## src/rtl/muldiv_unit.sv

```systemverilog
// muldiv_unit: iterative Hi/Lo multiply/divide unit (radix-2 shift-add multiply, restoring divide).
// Define MULDIV_DIV_EN to build the divider; without it divide ops complete as no-ops.
module muldiv_unit #(
  parameter int WIDTH = 32
) (
  input  logic             Clk,
  input  logic             Rst,
  input  logic             Start,
  input  logic [1:0]       Op,
  input  logic [WIDTH-1:0] DataA,
  input  logic [WIDTH-1:0] DataB,
  input  logic             HiWe,
  input  logic             LoWe,
  input  logic [WIDTH-1:0] WrData,
  output logic [WIDTH-1:0] HiOut,
  output logic [WIDTH-1:0] LoOut,
  output logic             Busy,
  output logic             Done,
  output logic             DivZero
);
  localparam int                 CW       = $clog2(WIDTH);
  localparam logic [CW-1:0]      CNT_LAST = CW'(WIDTH-1);
  localparam logic [CW-1:0]      CNT_ONE  = CW'(1);
  localparam logic [WIDTH-1:0]   ONE      = WIDTH'(1);
  localparam logic [2*WIDTH-1:0] ONE2     = (2*WIDTH)'(1);

  // S_SKIP pads the no-work paths so they still take two edges to Done
  typedef enum logic [2:0] {S_IDLE, S_RUN, S_SKIP, S_WRAP, S_DONE} state_t;

  state_t           state;
  logic [CW-1:0]    cnt;
  logic [WIDTH-1:0] p_hi, p_lo, b_r;
  logic             neg_q, wr_res, dz_r;

  logic             sgn_a, sgn_b;
  logic [WIDTH-1:0] a_mag, b_mag;
  assign sgn_a = Op[0] & DataA[WIDTH-1];
  assign sgn_b = Op[0] & DataB[WIDTH-1];
  assign a_mag = sgn_a ? (~DataA + ONE) : DataA;
  assign b_mag = sgn_b ? (~DataB + ONE) : DataB;

  // multiply step: p_lo holds the unconsumed multiplier bits, product shifts in from the top
  logic [WIDTH:0]     mul_sum;
  logic [2*WIDTH-1:0] prod, prod_fix;
  assign mul_sum  = {1'b0, p_hi} + {1'b0, b_r & {WIDTH{p_lo[0]}}};
  assign prod     = {p_hi, p_lo};
  assign prod_fix = neg_q ? (~prod + ONE2) : prod;

`ifdef MULDIV_DIV_EN
  logic             is_div, neg_r;
  logic [WIDTH:0]   div_sh;
  logic [WIDTH-1:0] div_diff;
  logic             div_ok;
  // remainder < divisor, so the low WIDTH bits of the difference are exact when it fits
  assign div_sh   = {p_hi, p_lo[WIDTH-1]};
  assign div_ok   = (div_sh >= {1'b0, b_r});
  assign div_diff = div_sh[WIDTH-1:0] - b_r;
`endif

  logic [WIDTH-1:0] step_hi, step_lo, res_hi, res_lo;
  always_comb begin
    step_hi = mul_sum[WIDTH:1];
    step_lo = {mul_sum[0], p_lo[WIDTH-1:1]};
    res_hi  = prod_fix[2*WIDTH-1:WIDTH];
    res_lo  = prod_fix[WIDTH-1:0];
`ifdef MULDIV_DIV_EN
    if (is_div) begin
      step_hi = div_ok ? div_diff : div_sh[WIDTH-1:0];
      step_lo = {p_lo[WIDTH-2:0], div_ok};
      res_hi  = neg_r ? (~p_hi + ONE) : p_hi;
      res_lo  = neg_q ? (~p_lo + ONE) : p_lo;
    end
`endif
  end

  always_ff @(posedge Clk or negedge Rst) begin
    if (!Rst) begin
      state   <= S_IDLE;
      cnt     <= '0;
      p_hi    <= '0;
      p_lo    <= '0;
      b_r     <= '0;
      neg_q   <= 1'b0;
      wr_res  <= 1'b0;
      dz_r    <= 1'b0;
      HiOut   <= '0;
      LoOut   <= '0;
      Busy    <= 1'b0;
      Done    <= 1'b0;
      DivZero <= 1'b0;
`ifdef MULDIV_DIV_EN
      is_div  <= 1'b0;
      neg_r   <= 1'b0;
`endif
    end else begin
      case (state)
        S_IDLE: begin
          if (Start) begin
            p_hi   <= '0;
            p_lo   <= a_mag;
            b_r    <= b_mag;
            neg_q  <= sgn_a ^ sgn_b;
            cnt    <= '0;
            wr_res <= 1'b1;
            dz_r   <= 1'b0;
`ifdef MULDIV_DIV_EN
            is_div <= Op[1];
            neg_r  <= sgn_a;
            if (Op[1] && (DataB == '0)) begin
              state  <= S_SKIP;
              wr_res <= 1'b0;
              dz_r   <= 1'b1;
            end else begin
              state <= S_RUN;
              Busy  <= 1'b1;
            end
`else
            if (Op[1]) begin
              state  <= S_SKIP;
              wr_res <= 1'b0;
            end else begin
              state <= S_RUN;
              Busy  <= 1'b1;
            end
`endif
          end else begin
            if (HiWe) HiOut <= WrData;
            if (LoWe) LoOut <= WrData;
          end
        end
        S_RUN: begin
          p_hi <= step_hi;
          p_lo <= step_lo;
          cnt  <= cnt + CNT_ONE;
          if (cnt == CNT_LAST) begin
            state <= S_WRAP;
            Busy  <= 1'b0;
            cnt   <= '0;
          end
        end
        S_SKIP: state <= S_WRAP;
        S_WRAP: begin
          if (wr_res) begin
            HiOut <= res_hi;
            LoOut <= res_lo;
          end
          Done    <= 1'b1;
          DivZero <= dz_r;
          state   <= S_DONE;
        end
        S_DONE: begin
          Done    <= 1'b0;
          DivZero <= 1'b0;
          state   <= S_IDLE;
        end
        default: state <= S_IDLE;
      endcase
    end
  end
endmodule

```

## config.mk

```make
export PLATFORM = sky130hd
export DESIGN_NAME = muldiv_unit
export DESIGN_NICKNAME = d
export VERILOG_FILES = /design/src/rtl/muldiv_unit.sv
export SDC_FILE = /design/constraint.sdc
export NUM_CORES = 1
export LEC_CHECK = 0
export CORE_ASPECT_RATIO = 0.6
export CORE_MARGIN = 2
export CORE_UTILIZATION = 56
export CTS_CLUSTER_DIAMETER = 40
export CTS_CLUSTER_SIZE = 30
export DETAILED_ROUTE_END_ITERATION = 8
export PLACE_DENSITY_LB_ADDON = 0.05
export SLEW_MARGIN = 20
export SYNTH_ARGS = -nofsm -noshare
export SYNTH_HDL_FRONTEND = slang
export SYNTH_SLANG_ARGS = --single-unit
export TNS_END_PERCENT = 1
```

## constraint.sdc

```tcl
create_clock -name Clk -period 3.4 [get_ports Clk]
set_clock_uncertainty 0.1 [all_clocks]
set_input_delay 0.51 -clock Clk [delete_from_list [all_inputs] [get_ports Clk]]
set_output_delay 0.51 -clock Clk [all_outputs]
set_load 0.02 [all_outputs]
```

== Word-level counts from Yosys, hierarchy flattened ==
Cells that the tools add are included.
Widths: inputs -> output; s select.

* Bits in registers: 173
* Input port bits: 103
* Output and inout bits: 67
* Logic and storage cells: 76

* Mux-type cells: 29
* Reductions and logical operators: 11
* Add/sub/neg operators: 5
* Bitwise operators: 7
* Eq/ne operators: 12

{| class="wikitable"
|+ Operators by type and width
! kind !! count
|-
| $mux 32 || 10
|-
| $pmux 32 s2 || 4
|-
| $add 32x1->32 const B || 2
|-
| $add 64x1->64 const B || 1
|-
| $mux 64 || 1
|-
| $not 32->32 || 2
|-
| $not 64->64 || 1
|-
| $add 32x32->33 || 1
|-
| $and 32x32->32 || 1
|-
| $ne 2x2->1 const B || 7
|-
| $pmux 3 s4 || 1
|-
| $reduce_and 4->1 || 3
|-
| $mux 5 || 2
|-
| $pmux 5 s2 || 1
|-
| $eq 3x2->1 const B || 2
|-
| $mux 3 || 2
|-
| $reduce_and 2->1 || 3
|-
| $reduce_bool 2->1 || 3
|-
| $add 5x1->5 const B || 1
|-
| $eq 5x5->1 const B || 1
|-
| $mux 1 || 5
|-
| $pmux 1 s2 || 2
|-
| $eq 3x1->1 const B || 1
|-
| $eq 3x3->1 const B || 1
|-
| 5 further kinds || 6
|}

== Longest topological paths before layout ==
Gate-level depths: netlist of run 1.

* Depth after elaboration: 5
* Depth in mapped cells: 12

== Least setup slack after synthesis of run 1 ==
Ideal clock, no wire load.

* Path kind: reg-to-reg
* From: register p_lo[0]
* To: register p_hi[30]
* Clock period less this slack: 3016 ps
* Data required time: 3174 ps
* Data arrival time: 2790 ps
* Library setup time: 126 ps
* Slack: 384 ps
* Stages on the path, launching flop included: 13
* Path through: dfrtp_1 > clkbuf_1 > clkbuf_1 > and2_1 > ha_1 > clkbuf_1 > nand2_1 > o21ai_0 > a21oi_1 > o31a_1 > a211oi_1 > mux2_2 > a221o_1

* Longest elaborated chain between the ends: 3

{| class="wikitable"
|+ RTL lines
! element !! line !! text
|-
| start: declaration || 32 || <nowiki>logic [WIDTH-1:0] p_hi, p_lo, b_r;</nowiki>
|-
| start signal: assignment || 100 || <nowiki>p_lo <= a_mag;</nowiki>
|-
| start signal: assignment || 133 || <nowiki>p_lo <= step_lo;</nowiki>
|-
| $and 32x32->32 || 45 || <nowiki>assign mul_sum = {1'b0, p_hi} + {1'b0, b_r & {WIDTH{p_lo[0]}}};</nowiki>
|-
| $add 32x32->33 || 45 ||
|-
| $pmux 32 s2 || 96 || <nowiki>case (state)</nowiki>
|-
| end signal: assignment || 132 || <nowiki>p_hi <= step_hi;</nowiki>
|-
| end: declaration || 32 ||
|}

Every way passes these cells.
A chain may end at the register's enable or synchronous reset.

== Worst setup path in the final report of run 1 ==
* From: register p_lo[7]
* To: register LoOut[29]

* Longest elaborated chain between the ends: 5

{| class="wikitable"
|+ RTL lines
! element !! line !! text
|-
| $not 64->64 || 47 || <nowiki>assign prod_fix = neg_q ? (~prod + ONE2) : prod;</nowiki>
|-
| $add 64x1->64 || 47 ||
|-
| $mux 64 || 47 ||
|-
| $mux 32 || 143 || <nowiki>if (wr_res) begin</nowiki>
|-
| $pmux 32 s2 || 96 ||
|-
| end signal: assignment || 128 || <nowiki>if (LoWe) LoOut <= WrData;</nowiki>
|-
| end signal: assignment || 145 || <nowiki>LoOut <= res_lo;</nowiki>
|-
| end: declaration || 16 || <nowiki>output logic [WIDTH-1:0] LoOut,</nowiki>
|}

Every way passes these cells. The select of a mux whose other input is x is not followed.

==> flow_metrics.env, run 1 <==
export IMPL_cts_buffer_depth=2
export IMPL_synth_largest_area_cell="dfrtp_1"
export IMPL_grt_pass1_vias=10800
export IMPL_place_gp_congestion=1.00
export IMPL_io_buffers=168
export IMPL_syn2layout_area_growth_pct=25.4
export IMPL_syn_inst=1387
export IMPL_synth_top_area_share=0.368
export IMPL_cts_sinks=172
export IMPL_multi_input_area_mm2=0.00700
export IMPL_dp_slack_ps=134
export IMPL_ctsHoldBuffers=0
export IMPL_synth_xor_area_frac=0.109
export IMPL_wl_um=39000
export IMPL_diodes=0
export IMPL_drt_wirelength_per_cell_um=21.1
export IMPL_worst_pin_slew_ps=908
export IMPL_crit_path_max_fanout=5
export IMPL_via_count=11700
export IMPL_antenna_found_initial=0
export IMPL_synth_edf_count=0
export IMPL_syn_nets=1528
export IMPL_slew_viol_final=0
export IMPL_drc=0
export IMPL_synth_cell_types=73
export IMPL_grt_max_degree=94
export IMPL_cts_tree="yes"
export IMPL_cts_setup_buffers=0
export IMPL_hp_class="in2async"
export IMPL_ff_latch_area_mm2=0.00431
export IMPL_die_x_um=191
export IMPL_vdd_ir_drop_max_uv=590
export IMPL_grt_first_pass_wirelength_um=60900
export IMPL_worstSetupPathType="reg2reg"
export IMPL_insertion_delay_ps=450
export IMPL_drv_cap=0
export IMPL_setup_worst_path_end_class="flip-flop"
export IMPL_drt_antenna_violating_nets=0
export IMPL_clk_pin_slew_ps=70
export IMPL_async_reset_ff_frac=1.00
export IMPL_synth_compound_area_frac=0.235
export IMPL_period_share=0.955
export IMPL_core_mm2=0.0202
export IMPL_dieArea_mm2=0.0221
export IMPL_cp_start_kind="flip-flop"
export IMPL_drive_gt1_frac=0.0860
export IMPL_num_rows=40
export IMPL_yosys_top_cells_area="dfrtp_1, xor2_1, nand2_1, o21ai_0, xnor2_1"
export IMPL_synth_top_family_by_area="compound AO/OA/AOI/OAI gates"
export IMPL_avgSynthCellArea_um2=8.43
export IMPL_synth_ff_type="dfrtp_1"
export IMPL_start_util=0.578
export IMPL_root_buffer="clkbuf_16"
export IMPL_grt_ovfl_total=0
export IMPL_dp_hpwl_um=29800
export IMPL_viasPerCell=6.34
export IMPL_arrival_ps=3460
export IMPL_period_needed_ps=3250
export IMPL_io_pins=170
export IMPL_synth_seq_cells=172
export IMPL_fmax_mhz=308
export IMPL_p_per_area_mw_per_mm2=973
export IMPL_yosysSeqAreaShare=0.368
export IMPL_rsz0062_at_grt="false"
export IMPL_outcome="completed"
export IMPL_finalNetCount=1698
export IMPL_yosys_area_share_simple=0.206
export IMPL_synth_area_mux_share=0.00535
export IMPL_setup_ws_ps=152
export IMPL_synth_adder_area_share=0.0413
export IMPL_htreeDepth=4
export IMPL_setup_viol=0
export IMPL_nFillCells=1585
export IMPL_numCtsBuffers=17
export IMPL_cp_required_ps=3610
export IMPL_yosysWarnings=0
export IMPL_post_cts_resized=0
export IMPL_setup_tns_ps=0
export IMPL_hold_viol=0
export IMPL_leakage_nw=6.04
export IMPL_netlist_area_mm2=0.0117
export IMPL_slew_limit_headroom=0.393
export IMPL_track_usage=0.363
export IMPL_drtIter0Drc=1440
export IMPL_firstDrtPassIters=6
export IMPL_die_h_um=116
[routing by layer]
metal,GRT usage,wire (µm)
met5,0,0
met4,0.0832,573
met3,0.127,5180
met2,0.499,15600
met1,0.543,17700
[state kept, by name, indices dropped and copies added, names as in the netlist]
name,flops
HiOut,32
LoOut,32
b_r,32
p_hi,32
p_lo,32
cnt,5
state,3
Busy,1
Done,1
neg_q,1
wr_res,1
[Yosys cell counts, types with 4 or more instances]
master,n
nand2_1,181
dfrtp_1,172
nor2_1,128
o21ai_0,128
xor2_1,85
a21oi_1,82
clkbuf_1,74
xnor2_1,61
o31ai_1,49
and2_1,40
ha_1,37
a22oi_1,24
inv_1,22
nand3_1,21
nor3_1,21
a21o_1,20
a221oi_1,20
or3_1,20
or4_1,16
a31oi_1,14
o221ai_1,13
nand4_1,12
nor4_1,10
o41ai_1,10
buf_1,9
a211oi_1,6
nor2b_1,6
o21ai_1,6
o22ai_1,6
and3_1,5
nand2b_1,5
o41ai_2,5
or2_2,5
a22o_1,4
mux2i_1,4
nor3b_1,4
o21a_1,4
o21bai_1,4
[worst max-delay path, cell delays in order, from the launching register on]
cell	delay, ps
dfrtp_1	510
nor4_2	690
nand2_1	230
nor4_1	490
nand2_1	200
o41ai_1	350
xor2_1	410
o211ai_1	130
[placed cells by master, fill, tap and decap left out, types with 5 or more instances in the layout]
| master | netlist | final |
|---|---|---|
| nand4_1 | 12 | 12 |
| nor2b_1 | 6 | 6 |
| nand2_1 | 181 | 181 |
| o41ai_2 | 5 | 5 |
| nand2b_1 | 5 | 5 |
| nor3_1 | 21 | 21 |
| or3_1 | 20 | 20 |
| o221ai_1 | 13 | 13 |
| a21o_1 | 20 | 20 |
| buf_12 | 0 | 5 |
| o21ai_0 | 128 | 127 |
| a21oi_1 | 82 | 80 |
| xnor2_1 | 61 | 61 |
| clkdlybuf4s50_1 | 0 | 167 |
| buf_4 | 1 | 63 |
| a22oi_1 | 24 | 24 |
| o31ai_1 | 49 | 49 |
| a221oi_1 | 20 | 20 |
| bufinv_16 | 0 | 6 |
| dfrtp_1 | 172 | 171 |
| or4_1 | 16 | 16 |
| nor4_1 | 10 | 10 |
| and2_1 | 40 | 40 |
| inv_1 | 22 | 22 |
| nand3_1 | 21 | 21 |
| and3_1 | 5 | 5 |
| o21ai_1 | 6 | 7 |
| clkbuf_16 | 0 | 17 |
| o22ai_1 | 6 | 6 |
| o41ai_1 | 10 | 10 |
| nor2_1 | 128 | 127 |
| ha_1 | 37 | 37 |
| a211oi_1 | 6 | 6 |
| a31oi_1 | 14 | 14 |
| xor2_1 | 85 | 85 |
| or2_2 | 5 | 5 |
[where the power goes]
part	internal (mW)	switching [mW]
combinational	3.26	4.46
sequential	3.03	1.24
clock	1.40	0.885
[metrics by stage]
stage / instances / util / hold WS (ps) / power, mW / cell area [µm²]
floorplan: 1387 / - / 114 / 8.63 / 11700
global placement: 1811 / 0.691 / 360 / 11.5 / 14000
detailed placement: 1811 / 0.691 / 365 / 11.7 / 14000
CTS: 1843 / 0.725 / 85.8 / 14.1 / 14700
global route: 1843 / 0.725 / 122 / 15.1 / 14700
finish: 1843 / 0.725 / 56.1 / 14.3 / 14700
[cell families after synthesis]
| group | after synthesis |
|---|---|
| adders and majority gates | 38 |
| xor gates and xnor gates | 146 |
| DFF | 172 |
| other | 1 |
| buffers and inverters | 107 |
| and+or+nand+nor | 496 |
| AOI/OAI and AO/OA | 421 |
| muxes | 6 |
[cell type report]
type	count	share of cell area
multi-input cells	1108	0.477
flip-flops and latches	172	0.294
repair buffers	236	0.154
clock buffers	18	0.0299
well taps	273	0.0233
clock inverters	14	0.0165
inverters	22	0.00563
[path summary, 6_finish.rpt]
path | depth (start not counted) | start | slack, ps | to
min in group Clk | 2 | b_r[21]$_DFFE_PN0P_ | 380 | b_r[21]$_DFFE_PN0P_
min reg2reg | 2 | b_r[21]$_DFFE_PN0P_ | 380 | b_r[21]$_DFFE_PN0P_
min | 1 | Rst | 60 | p_lo[7]$_DFFE_PN0P_
max in group asynchronous | 2 | Rst | 2310 | p_hi[9]$_DFFE_PN0P_
max reg2reg | 7 | p_lo[7]$_DFFE_PN0P_ | 150 | LoOut[29]$_DFFE_PN0P_
max | 7 | p_lo[7]$_DFFE_PN0P_ | 150 | LoOut[29]$_DFFE_PN0P_
Power figures use the tool's default switching activity.
==> run 2: changes to the inputs <==
REMOVE_ABC_BUFFERS = 1   (was default)
SLEW_MARGIN = 40   (was 20)
==> flow_metrics.env, run 2 (synthesis results as in run 1) <==
export IMPL_period_share=0.970
export IMPL_reg2reg_from="p_lo[0]$_DFFE_PN0P_"
export IMPL_hp_class="reg2reg"
export IMPL_diodes=0
export IMPL_endpoint="p_hi[29]$_DFFE_PN0P_"
export IMPL_die_h_um=116
export IMPL_seqPwrFrac=0.307
export IMPL_drt_wirelength_per_cell_um=20.4
export IMPL_setup_tns_ps=0
export IMPL_track_usage=0.342
export IMPL_setup_worst_path_end_class="flip-flop"
export IMPL_syn2layout_area_growth_pct=23.5
export IMPL_cts_buffer_depth=2
export IMPL_cp_required_ps=3630
export IMPL_numCtsBuffers=17
export IMPL_slew_limit_headroom=0.461
export IMPL_period_needed_ps=3300
export IMPL_p_int_mw=7.42
export IMPL_p_per_area_mw_per_mm2=940
export IMPL_viasPerCell=6.31
export IMPL_dp_hpwl_um=27900
export IMPL_slew_viol_final=0
export IMPL_r2r_cells=12
export IMPL_drc=0
export IMPL_cts_sinks=172
export IMPL_io_pins=170
export IMPL_grt_ovfl_total=0
export IMPL_via_count=11500
export IMPL_drive_gt1_frac=0.0699
export IMPL_place_gp_congestion=0.953
export IMPL_num_rows=40
export IMPL_leakage_nw=5.91
export IMPL_die_x_um=191
export IMPL_final_cell_mix="nand2_1, dfrtp_1, clkdlybuf4s50_1"
export IMPL_share_comb_of_total_power=0.534
export IMPL_insertion_delay_ps=440
export IMPL_grt_first_pass_wirelength_um=58200
export IMPL_drv_cap=0
export IMPL_setup_viol=0
export IMPL_cts_tree="yes"
export IMPL_start_util=0.578
export IMPL_htreeDepth=4
export IMPL_crit_path_max_fanout=3
export IMPL_drtIter0Drc=1299
export IMPL_arrival_ps=3530
export IMPL_clk_pin_slew_ps=60
export IMPL_dieArea_mm2=0.0221
export IMPL_io_buffers=168
export IMPL_root_buffer="clkbuf_16"
export IMPL_finalPower_mw=13.6
export IMPL_firstDrtPassIters=5
export IMPL_hold_viol=0
export IMPL_nFillCells=1622
export IMPL_drt_antenna_violating_nets=0
export IMPL_final_common_cell="nand2_1"
export IMPL_r2r_end="p_hi[29]$_DFFE_PN0P_"
export IMPL_switching_share=0.454
export IMPL_grt_pass1_vias=10600
export IMPL_fmax_mhz=303
export IMPL_holdWs_ps=381
export IMPL_outcome="completed"
export IMPL_antenna_found_initial=0
export IMPL_p_clk_frac=0.159
export IMPL_core_mm2=0.0202
export IMPL_finalNetCount=1674
export IMPL_cp_start_kind="flip-flop"
export IMPL_grt_max_degree=84
export IMPL_power_switching_mw=6.16
export IMPL_worst_pin_slew_ps=807
export IMPL_wl_um=37100
export IMPL_rrSetupSlack_ps=100
export IMPL_rsz0062_at_grt="false"
export IMPL_crit_start="p_lo[0]$_DFFE_PN0P_"
export IMPL_vdd_ir_drop_max_uv=549
export IMPL_worstSetupPathType="reg2reg"
[run 2: timing repair]
action / CTS / global route
endpoints found under the setup margin: 0 / 4
hold endpoints to repair: 51 / 0
buffers inserted: 0 / 0
hold buffers: 1 / 0
gates resized for setup: 0 / 1
[run 2: area by class of cell]
cell class | count | area [µm²] | share of cell area
timing repair buffer | 212 | 2070 | 0.144
clock inverter | 11 | 191 | 0.0133
clock buffer | 21 | 450 | 0.0312
inverter | 22 | 82.6 | 0.00572
sequential | 172 | 4310 | 0.298
tap | 273 | 342 | 0.0236
multi-input combinational | 1108 | 7000 | 0.485
[run 2: critical path, stage by stage, from the launching register on]
cell       delay, ps
dfrtp_1          400
and2_1           150
ha_1             180
inv_1             70
fa_1             410
nor2b_1          230
o2111ai_1        210
a21oi_1          320
o21bai_1         200
a2111oi_0        440
buf_4            180
o31ai_1           50
a32o_1           260
[run 2: metal layers]
metal / wire (µm) / vias to the layer above / share of wire / GRT usage
met4: 558 / 0 / 0.015 / 0.0842
met5: 0 / - / 0 / 0
met1: 17300 / 5497 / 0.47 / 0.528
met2: 15300 / 624 / 0.41 / 0.489
li1: - / 5302 / - / -
met3: 3960 / 47 / 0.11 / 0.0684
[run 2: how the worst min path moves through the flow]
stage | startpoint | end | slack (ps) | depth (start not counted)
detailed placement | b_r[31]$_DFFE_PN0P_ | b_r[31]$_DFFE_PN0P_ | 360 | 2
floorplan | Rst | Busy$_DFFE_PN0P_ | 110 | 0
global placement | b_r[31]$_DFFE_PN0P_ | b_r[31]$_DFFE_PN0P_ | 350 | 2
CTS | b_r[11]$_DFFE_PN0P_ | b_r[11]$_DFFE_PN0P_ | 380 | 2
global route | b_r[19]$_DFFE_PN0P_ | b_r[19]$_DFFE_PN0P_ | 400 | 2
finish | b_r[11]$_DFFE_PN0P_ | b_r[11]$_DFFE_PN0P_ | 380 | 2
[run 2: power groups by stage]
stage               combinational, mW  clock [mW]  sequential (mW)
floorplan                        4.15           0             4.34
global placement                 6.90           0             4.13
detailed placement               7.10           0             4.14
CTS                              7.16        2.17             4.13
global route                     7.92        2.27             4.28
finish                           7.26        2.16             4.16
[run 2: per-stage QoR]
step           instances  utilization  instance area [µm²]  setup WS, ps
4_1_cts             1819        0.714                14400           175
6_report            1819        0.714                14400           100
2_1_floorplan       1302            -                11400          -344
3_5_place_dp        1786        0.682                13800           158
3_3_place_gp        1785        0.681                13800           185
5_1_grt             1819        0.714                14400          25.1
==> run 3: changes to the inputs <==
SETUP_SLACK_MARGIN = 0.02   (was default)
SKIP_LAST_GASP = 1   (was default)
==> results of run 3 <==
Same layout as run 2: the final DEF is identical, and so are final timing and power.
